### src/rtl/mul_ctrl_pkg.sv
// Shared types for the multiplier issue controller.
package mul_ctrl_pkg;

    localparam int unsigned NUM_REQ    = 2;
    localparam int unsigned PKG_TAG_W  = 4;
    localparam int unsigned PKG_DATA_W = 32;

    // IEEE exception flags as returned by the datapath.
    typedef struct packed {
        logic nv;
        logic dz;
        logic of;
        logic uf;
        logic nx;
    } mul_flags_t;

    // One tracker stage: follows an operation through the datapath.
    typedef struct packed {
        logic                 v;
        logic                 id;
        logic [PKG_TAG_W-1:0] tag;
    } trk_ent_t;

    // One response FIFO entry.
    typedef struct packed {
        logic                  id;
        logic [PKG_TAG_W-1:0]  tag;
        logic [PKG_DATA_W-1:0] res;
        mul_flags_t            flags;
    } rsp_ent_t;

endpackage

### src/rtl/mul_ctrl_fifo.sv
// Synchronous FIFO with asynchronous reset. No write-to-read bypass: an entry
// written this cycle becomes visible at the head next cycle. Head reads as
// zero while empty.
module mul_ctrl_fifo #(
    parameter int unsigned DEPTH = 4,
    parameter type         entry_t = logic
) (
    input  logic   clk,
    input  logic   rst,
    input  logic   wr_en_i,
    input  entry_t wr_data_i,
    output logic   full_o,
    input  logic   rd_en_i,
    output logic   rd_valid_o,
    output entry_t rd_data_o
);

    localparam int unsigned PTR_W = (DEPTH > 1) ? $clog2(DEPTH) : 1;
    localparam int unsigned CNT_W = $clog2(DEPTH + 1);

    entry_t           mem_q [DEPTH];
    logic [PTR_W-1:0] wptr_q, wptr_d, rptr_q, rptr_d;
    logic [CNT_W-1:0] cnt_q, cnt_d;
    logic             do_wr, do_rd;

    // Pointer and occupancy next-state; overflow writes are dropped.
    always_comb begin
        full_o     = (cnt_q == CNT_W'(DEPTH));
        rd_valid_o = (cnt_q != '0);
        do_wr      = wr_en_i && !full_o;
        do_rd      = rd_en_i && rd_valid_o;
        rd_data_o  = rd_valid_o ? mem_q[rptr_q] : '0;
        wptr_d     = wptr_q;
        rptr_d     = rptr_q;
        cnt_d      = cnt_q;
        if (do_wr) begin
            wptr_d = (wptr_q == PTR_W'(DEPTH - 1)) ? '0 : wptr_q + PTR_W'(1);
        end
        if (do_rd) begin
            rptr_d = (rptr_q == PTR_W'(DEPTH - 1)) ? '0 : rptr_q + PTR_W'(1);
        end
        if (do_wr && !do_rd) begin
            cnt_d = cnt_q + CNT_W'(1);
        end else if (!do_wr && do_rd) begin
            cnt_d = cnt_q - CNT_W'(1);
        end
    end

    // Pointer and count registers.
    always_ff @(posedge clk or posedge rst) begin
        if (rst) begin
            wptr_q <= '0;
            rptr_q <= '0;
            cnt_q  <= '0;
        end else begin
            wptr_q <= wptr_d;
            rptr_q <= rptr_d;
            cnt_q  <= cnt_d;
        end
    end

    // Storage needs no reset: the head is masked while empty.
    always_ff @(posedge clk) begin
        if (do_wr) begin
            mem_q[wptr_q] <= wr_data_i;
        end
    end

endmodule

### src/rtl/mul_issue_ctrl.sv
// Round-robin issue controller sharing one fixed-latency multiplier datapath
// between two requesters. Credits cover in-flight plus queued results so the
// free-running datapath can never overrun the response FIFO.
module mul_issue_ctrl
    import mul_ctrl_pkg::*;
#(
    parameter int unsigned PIPE_D = 4,
    parameter int unsigned FIFO_D = 6,
    parameter int unsigned TAG_W  = PKG_TAG_W,
    parameter int unsigned DATA_W = PKG_DATA_W
) (
    input  logic                             clk,
    input  logic                             rst,
    input  logic [NUM_REQ-1:0]               req_valid,
    output logic [NUM_REQ-1:0]               req_ready,
    input  logic [NUM_REQ-1:0][TAG_W-1:0]    req_tag,
    input  logic [NUM_REQ-1:0][DATA_W-1:0]   req_a,
    input  logic [NUM_REQ-1:0][DATA_W-1:0]   req_b,
    input  logic [NUM_REQ-1:0][1:0]          req_rnd,
    output logic                             dp_valid,
    output logic [DATA_W-1:0]                dp_a,
    output logic [DATA_W-1:0]                dp_b,
    output logic [1:0]                       dp_rnd,
    input  logic [DATA_W-1:0]                dp_res,
    input  logic [4:0]                       dp_flags,
    output logic                             rsp_valid,
    input  logic                             rsp_ready,
    output logic                             rsp_id,
    output logic [TAG_W-1:0]                 rsp_tag,
    output logic [DATA_W-1:0]                rsp_res,
    output logic [4:0]                       rsp_flags
);

    localparam int unsigned OCC_W = $clog2(FIFO_D + 1);

    // Entry structs are fixed-width; reject overrides they cannot carry.
    if (TAG_W != PKG_TAG_W || DATA_W != PKG_DATA_W || PIPE_D < 1 || FIFO_D < 1) begin : g_param_check
        $error("mul_issue_ctrl: unsupported parameter combination");
    end

    logic [OCC_W-1:0] occ_q, occ_d;
    logic             prio_q, prio_d;
    logic             issue_ok, gnt_any, gnt_id, pop;
    trk_ent_t         trk_q [PIPE_D];
    trk_ent_t         trk_d [PIPE_D];
    rsp_ent_t         fifo_wdata, fifo_head;
    logic             fifo_wr, fifo_full;

    // Arbitration and operand mux; credit check never looks at rsp_ready.
    always_comb begin
        issue_ok = !rst && (occ_q < OCC_W'(FIFO_D));
        case (req_valid)
            2'b01:   gnt_id = 1'b0;
            2'b10:   gnt_id = 1'b1;
            2'b11:   gnt_id = prio_q;
            default: gnt_id = 1'b0;
        endcase
        gnt_any   = issue_ok && (req_valid != '0);
        req_ready = gnt_any ? (NUM_REQ'(1) << gnt_id) : '0;
        dp_valid  = gnt_any;
        dp_a      = gnt_any ? req_a[gnt_id]   : '0;
        dp_b      = gnt_any ? req_b[gnt_id]   : '0;
        dp_rnd    = gnt_any ? req_rnd[gnt_id] : '0;
        prio_d    = gnt_any ? ~gnt_id : prio_q;
    end

    // Tracker shifts every cycle, matching the enable-less datapath stages.
    always_comb begin
        trk_d[0].v   = gnt_any;
        trk_d[0].id  = gnt_id;
        trk_d[0].tag = gnt_any ? req_tag[gnt_id] : '0;
        for (int unsigned i = 1; i < PIPE_D; i++) begin
            trk_d[i] = trk_q[i-1];
        end
    end

    // Capture the datapath result alongside its tracked id/tag; update credits.
    always_comb begin
        fifo_wr          = trk_q[PIPE_D-1].v;
        fifo_wdata.id    = trk_q[PIPE_D-1].id;
        fifo_wdata.tag   = trk_q[PIPE_D-1].tag;
        fifo_wdata.res   = dp_res;
        fifo_wdata.flags = mul_flags_t'(dp_flags);
        pop              = rsp_valid && rsp_ready;
        occ_d            = occ_q;
        if (gnt_any && !pop) begin
            occ_d = occ_q + OCC_W'(1);
        end else if (!gnt_any && pop) begin
            occ_d = occ_q - OCC_W'(1);
        end
    end

    // State registers.
    always_ff @(posedge clk or posedge rst) begin
        if (rst) begin
            occ_q  <= '0;
            prio_q <= 1'b0;
            for (int unsigned i = 0; i < PIPE_D; i++) begin
                trk_q[i] <= '0;
            end
        end else begin
            occ_q  <= occ_d;
            prio_q <= prio_d;
            for (int unsigned i = 0; i < PIPE_D; i++) begin
                trk_q[i] <= trk_d[i];
            end
        end
    end

    mul_ctrl_fifo #(
        .DEPTH   (FIFO_D),
        .entry_t (rsp_ent_t)
    ) u_rsp_fifo (
        .clk        (clk),
        .rst        (rst),
        .wr_en_i    (fifo_wr),
        .wr_data_i  (fifo_wdata),
        .full_o     (fifo_full),
        .rd_en_i    (rsp_ready),
        .rd_valid_o (rsp_valid),
        .rd_data_o  (fifo_head)
    );

    // Unpack the FIFO head onto the response port.
    always_comb begin
        rsp_id    = fifo_head.id;
        rsp_tag   = fifo_head.tag;
        rsp_res   = fifo_head.res;
        rsp_flags = fifo_head.flags;
    end

    // The credit pool must make a full FIFO at write time impossible.
    fifo_no_overflow: assert property (@(posedge clk) disable iff (rst) fifo_wr |-> !fifo_full)
        else $error("mul_issue_ctrl: response FIFO written while full");

endmodule

### config.mk
export PLATFORM = sky130hd
export DESIGN_NAME = mul_issue_ctrl
export DESIGN_NICKNAME = d
export VERILOG_FILES = /design/src/rtl/mul_ctrl_pkg.sv /design/src/rtl/mul_ctrl_fifo.sv /design/src/rtl/mul_issue_ctrl.sv
export SDC_FILE = /design/constraint.sdc
export NUM_CORES = 1
export LEC_CHECK = 0
export BUFFER_PORTS_ARGS = -buffer_cell sky130_fd_sc_hd__buf_2
export CORE_MARGIN = 2
export CORE_UTILIZATION = 45
export DETAILED_ROUTE_END_ITERATION = 10
export GPL_TIMING_DRIVEN = 0
export HOLD_SLACK_MARGIN = 0.1
export PLACE_DENSITY = 0.65
export SLEW_MARGIN = 10
export SYNTH_ARGS = -nofsm -noshare
export SYNTH_HDL_FRONTEND = slang
export SYNTH_SLANG_ARGS = --single-unit
### constraint.sdc
create_clock -name clk -period 7.5 [get_ports clk]
set_clock_uncertainty 0.05 [all_clocks]
set_input_delay 0.375 -clock clk [delete_from_list [all_inputs] [get_ports clk]]
set_output_delay 0.375 -clock clk [all_outputs]
set_load 0.1 [all_outputs]
==> impl_metrics.json <==
{
  "status": "complete, no violations",
  "crit_family": "buffers and inverters",
  "nets": 1315,
  "r2r_start": "u_rsp_fifo.cnt_q[0]$_DFFE_PP0P_",
  "globalRoute.totalOverflow": 0,
  "fmax_ghz": 0.3112,
  "syn_avg_cell_area_sq_um": 16.61,
  "first_iter_violations": 570,
  "grt_max_degree": 38,
  "synth_area_sq_um": 12040,
  "place_congestion": 0.9938,
  "path_buf_inv": 2,
  "endpoint_kind": "output port",
  "firstDrtPassIters": 5,
  "die_y_microns": 167.6,
  "hold_path_class": "input port to flop",
  "cts-root-buf": "clkbuf_16",
  "area_growth_pct": 30.36,
  "m1WireLength_mm": 13.82,
  "numCtsBuffers": 29,
  "r2r-end": "u_rsp_fifo.mem_q[0][3]$_DFFE_PP_",
  "rows": 59,
  "worstHoldStart": "req_valid[0]",
  "io_pins": 294,
  "critical_path_class": "flop to output port",
  "cts-htree-levels": 1,
  "clk_pin_slew_ns": 0.06,
  "finalMaxSlewViolations": 0,
  "portBuffers": 293,
  "grt_pass1_vias": 8380,
  "grt_pass1_wl_mm": 51.57,
  "critPathMaxStageDelay_ns": 0.54,
  "rsz0062_at_grt": "no",
  "clk_path_buf_depth": 3,
  "startpoint_type": "flop",
  "fillCellCount": 2069,
  "synth.distinct_cells": 44,
  "grt_usage_pct": 24.82,
  "synthTopCellsByArea": "edfxtp_1 63%, dfrtp_1 7.7%, a22o_1 5.1%, a211oi_2 4.2%, nor4_2 4.2%",
  "worstPathArrival_ns": 2.79,
  "mostFrequentLayoutCell": "buf_2",
  "dr_wl_met3_mm": 1.765,
  "die_x_microns": 167.6,
  "hold_viol": 0,
  "vias_per_cell": 5.475,
  "yosys.area.top_type": "edfxtp_1",
  "synth_cells": 725,
  "yosysWarnings": 0,
  "synth_ff_type": "edfxtp_1",
  "worst_pin_slew_ns": 0.8858,
  "dp_hpwl_mm": 25.97,
  "maxSlewHeadroom_pct": 40.86,
  "yosys.area.top_type_share_pct": 62.86,
  "die-area_sq_um": 28080,
  "antenna_found_initial": 8,
  "critPathSlowestCell": "clkbuf_1",
  "synth-seq-cells": 289,
  "wl_per_cell_microns": 23.82,
  "seq_area_frac_synth_pct": 70.55,
  "period_share_pct": 42.84,
  "layout_common_cells": "316 x buf_2, 252 x edfxtp_1, 72 x nor2b_1, 70 x a22o_1, 47 x dlygate4sd3_1",
  "drt-total-wl_mm": 35.51,
  "whs_path_depth": 3,
  "drc": 0,
  "finalSetupViolations": 0,
  "cp.required_ns": 7.07,
  "synthArstFlopShare_pct": 12.80,
  "finalCriticalPeriod_ns": 3.213,
  "drive_gt1_share_pct": 44.10,
  "reg2reg_depth": 6,
  "num_vias": 8163,
  "cap_violations": 0,
  "synth_edf_count": 252,
  "synth_fp_nets": 911,
  "clk_latency_ns": 0.54,
  "cts_tree": "built",
  "crit_chain": "nand2_1, clkbuf_1, o22ai_1, nor4_2, buf_2",
  "r2r_setup_slack_ns": 4.85,
  "final_util_pct": 60.05,
  "min_to": "prio_q$_DFFE_PP0P_",
  "crit_path_max_fanout": 10,
  "wl_met2_mm": 18.80,
  "cts.sinks": 289,
  "initial_core_util_pct": 46.07,
  "design.core.area_sq_um": 26130,
  "drtAntennaViolNets": 0,
  "top_layer_used": "met4"
}
[stage by stage]
step	TNS (ns)	std cells	hold WS (ns)	setup slack [ns]	cell area (sq um)
floorplan	0	725	0.2812	1.733	12040
global placement	-334.19	1353	0.2820	-2.379	13920
detailed placement	0	1386	0.2863	4.813	14260
CTS	0	1487	0.1057	4.243	15680
global route	0	1491	0.1358	4.121	15690
finish	0	1491	0.1302	4.287	15690
[synth_stat cells (all sizes together) (2+ instances only)]
cell and instances:
and3 2, ha 2, nor4 43, and2b 12, xor2 4, edfxtp 252, nor2 4, buf 42
a211oi 84, xnor2 4, nand2 5, nand3b 2, a21oi 2, nor4b 2, nand2b 4, fa 2
inv 5, nor2b 72, dfrtp 37, mux2 3, o22ai 42, clkbuf 17, a22o 70, nor3 3
[worst max path at each step]
stage | startpoint | end | slack (ns) | cells after the start
6_report | u_rsp_fifo.rptr_q[0]$_DFFE_PP0P_ | rsp_res[19] | 4.29 | 5
3_3_place_gp | u_rsp_fifo.cnt_q[0]$_DFFE_PP0P_ | u_rsp_fifo.mem_q[4][1]$_DFFE_PP_ | -2.38 | 3
2_1_floorplan | u_rsp_fifo.cnt_q[0]$_DFFE_PP0P_ | u_rsp_fifo.mem_q[2][0]$_DFFE_PP_ | 1.73 | 3
3_5_place_dp | u_rsp_fifo.cnt_q[0]$_DFFE_PP0P_ | u_rsp_fifo.mem_q[0][8]$_DFFE_PP_ | 4.81 | 6
5_1_grt | u_rsp_fifo.rptr_q[2]$_DFFE_PP0P_ | rsp_res[19] | 4.12 | 5
4_1_cts | u_rsp_fifo.rptr_q[0]$_DFFE_PP0P_ | rsp_res[19] | 4.24 | 5
[logic make-up after synthesis]
logic type	share of synthesized area (%)
buffers and inverters	3.336
XOR/XNOR	0.5819
multiplexers	0.2806
AO/OA/AOI/OAI	14.65
adder cells (fa/ha/maj)	0.5404
AND/OR/NAND/NOR	10.06
flip-flops	70.55
[registers in the layout, indices dropped and copies added, names as in the netlist]
signal,flops
u_rsp_fifo.cnt_q,3
u_rsp_fifo.mem_q,252
prio_q,1
trk_d,18
fifo_wr,1
u_rsp_fifo.rptr_q,3
fifo_wdata,5
occ_q,3
u_rsp_fifo.wptr_q,3
[worst register-to-register path: stages (launching register included)]
cell and delay, ns:
dfrtp_1 0.46, nand3b_1 0.17, nand2_1 0.28, nor4_2 0.69, buf_4 0.29, buf_4 0.18
buf_2 0.23
[metal layers]
metal  track usage (%)  up-vias
li1                  -     3742
met1             30.16     4047
met2             45.73      317
met3             3.498       57
met4             7.788        0
met5                 0        -
[final cells by class]
cell class | count | area, sq um | share of cell area [%]
antenna | 4 | 10.01 | 0.06378
buffer | 59 | 382.9 | 2.440
clock buffer | 36 | 762.0 | 4.855
clock inverter | 18 | 193.9 | 1.236
inverter | 5 | 18.77 | 0.1196
multi-input combinational | 372 | 3191 | 20.33
sequential | 289 | 8493 | 54.12
tap | 335 | 419.2 | 2.671
timing repair buffer | 373 | 2223 | 14.17
[what timing repair did]
item                      in CTS  in global routing
gates resized for setup        0                  0
hold endpoints to repair     265                  0
hold buffers                  47                  0
setup buffers                  0                  0
Power is left out: the tool's default activity adds up to more than one toggle a clock period on the data nets, which glitch-free logic cannot reach.
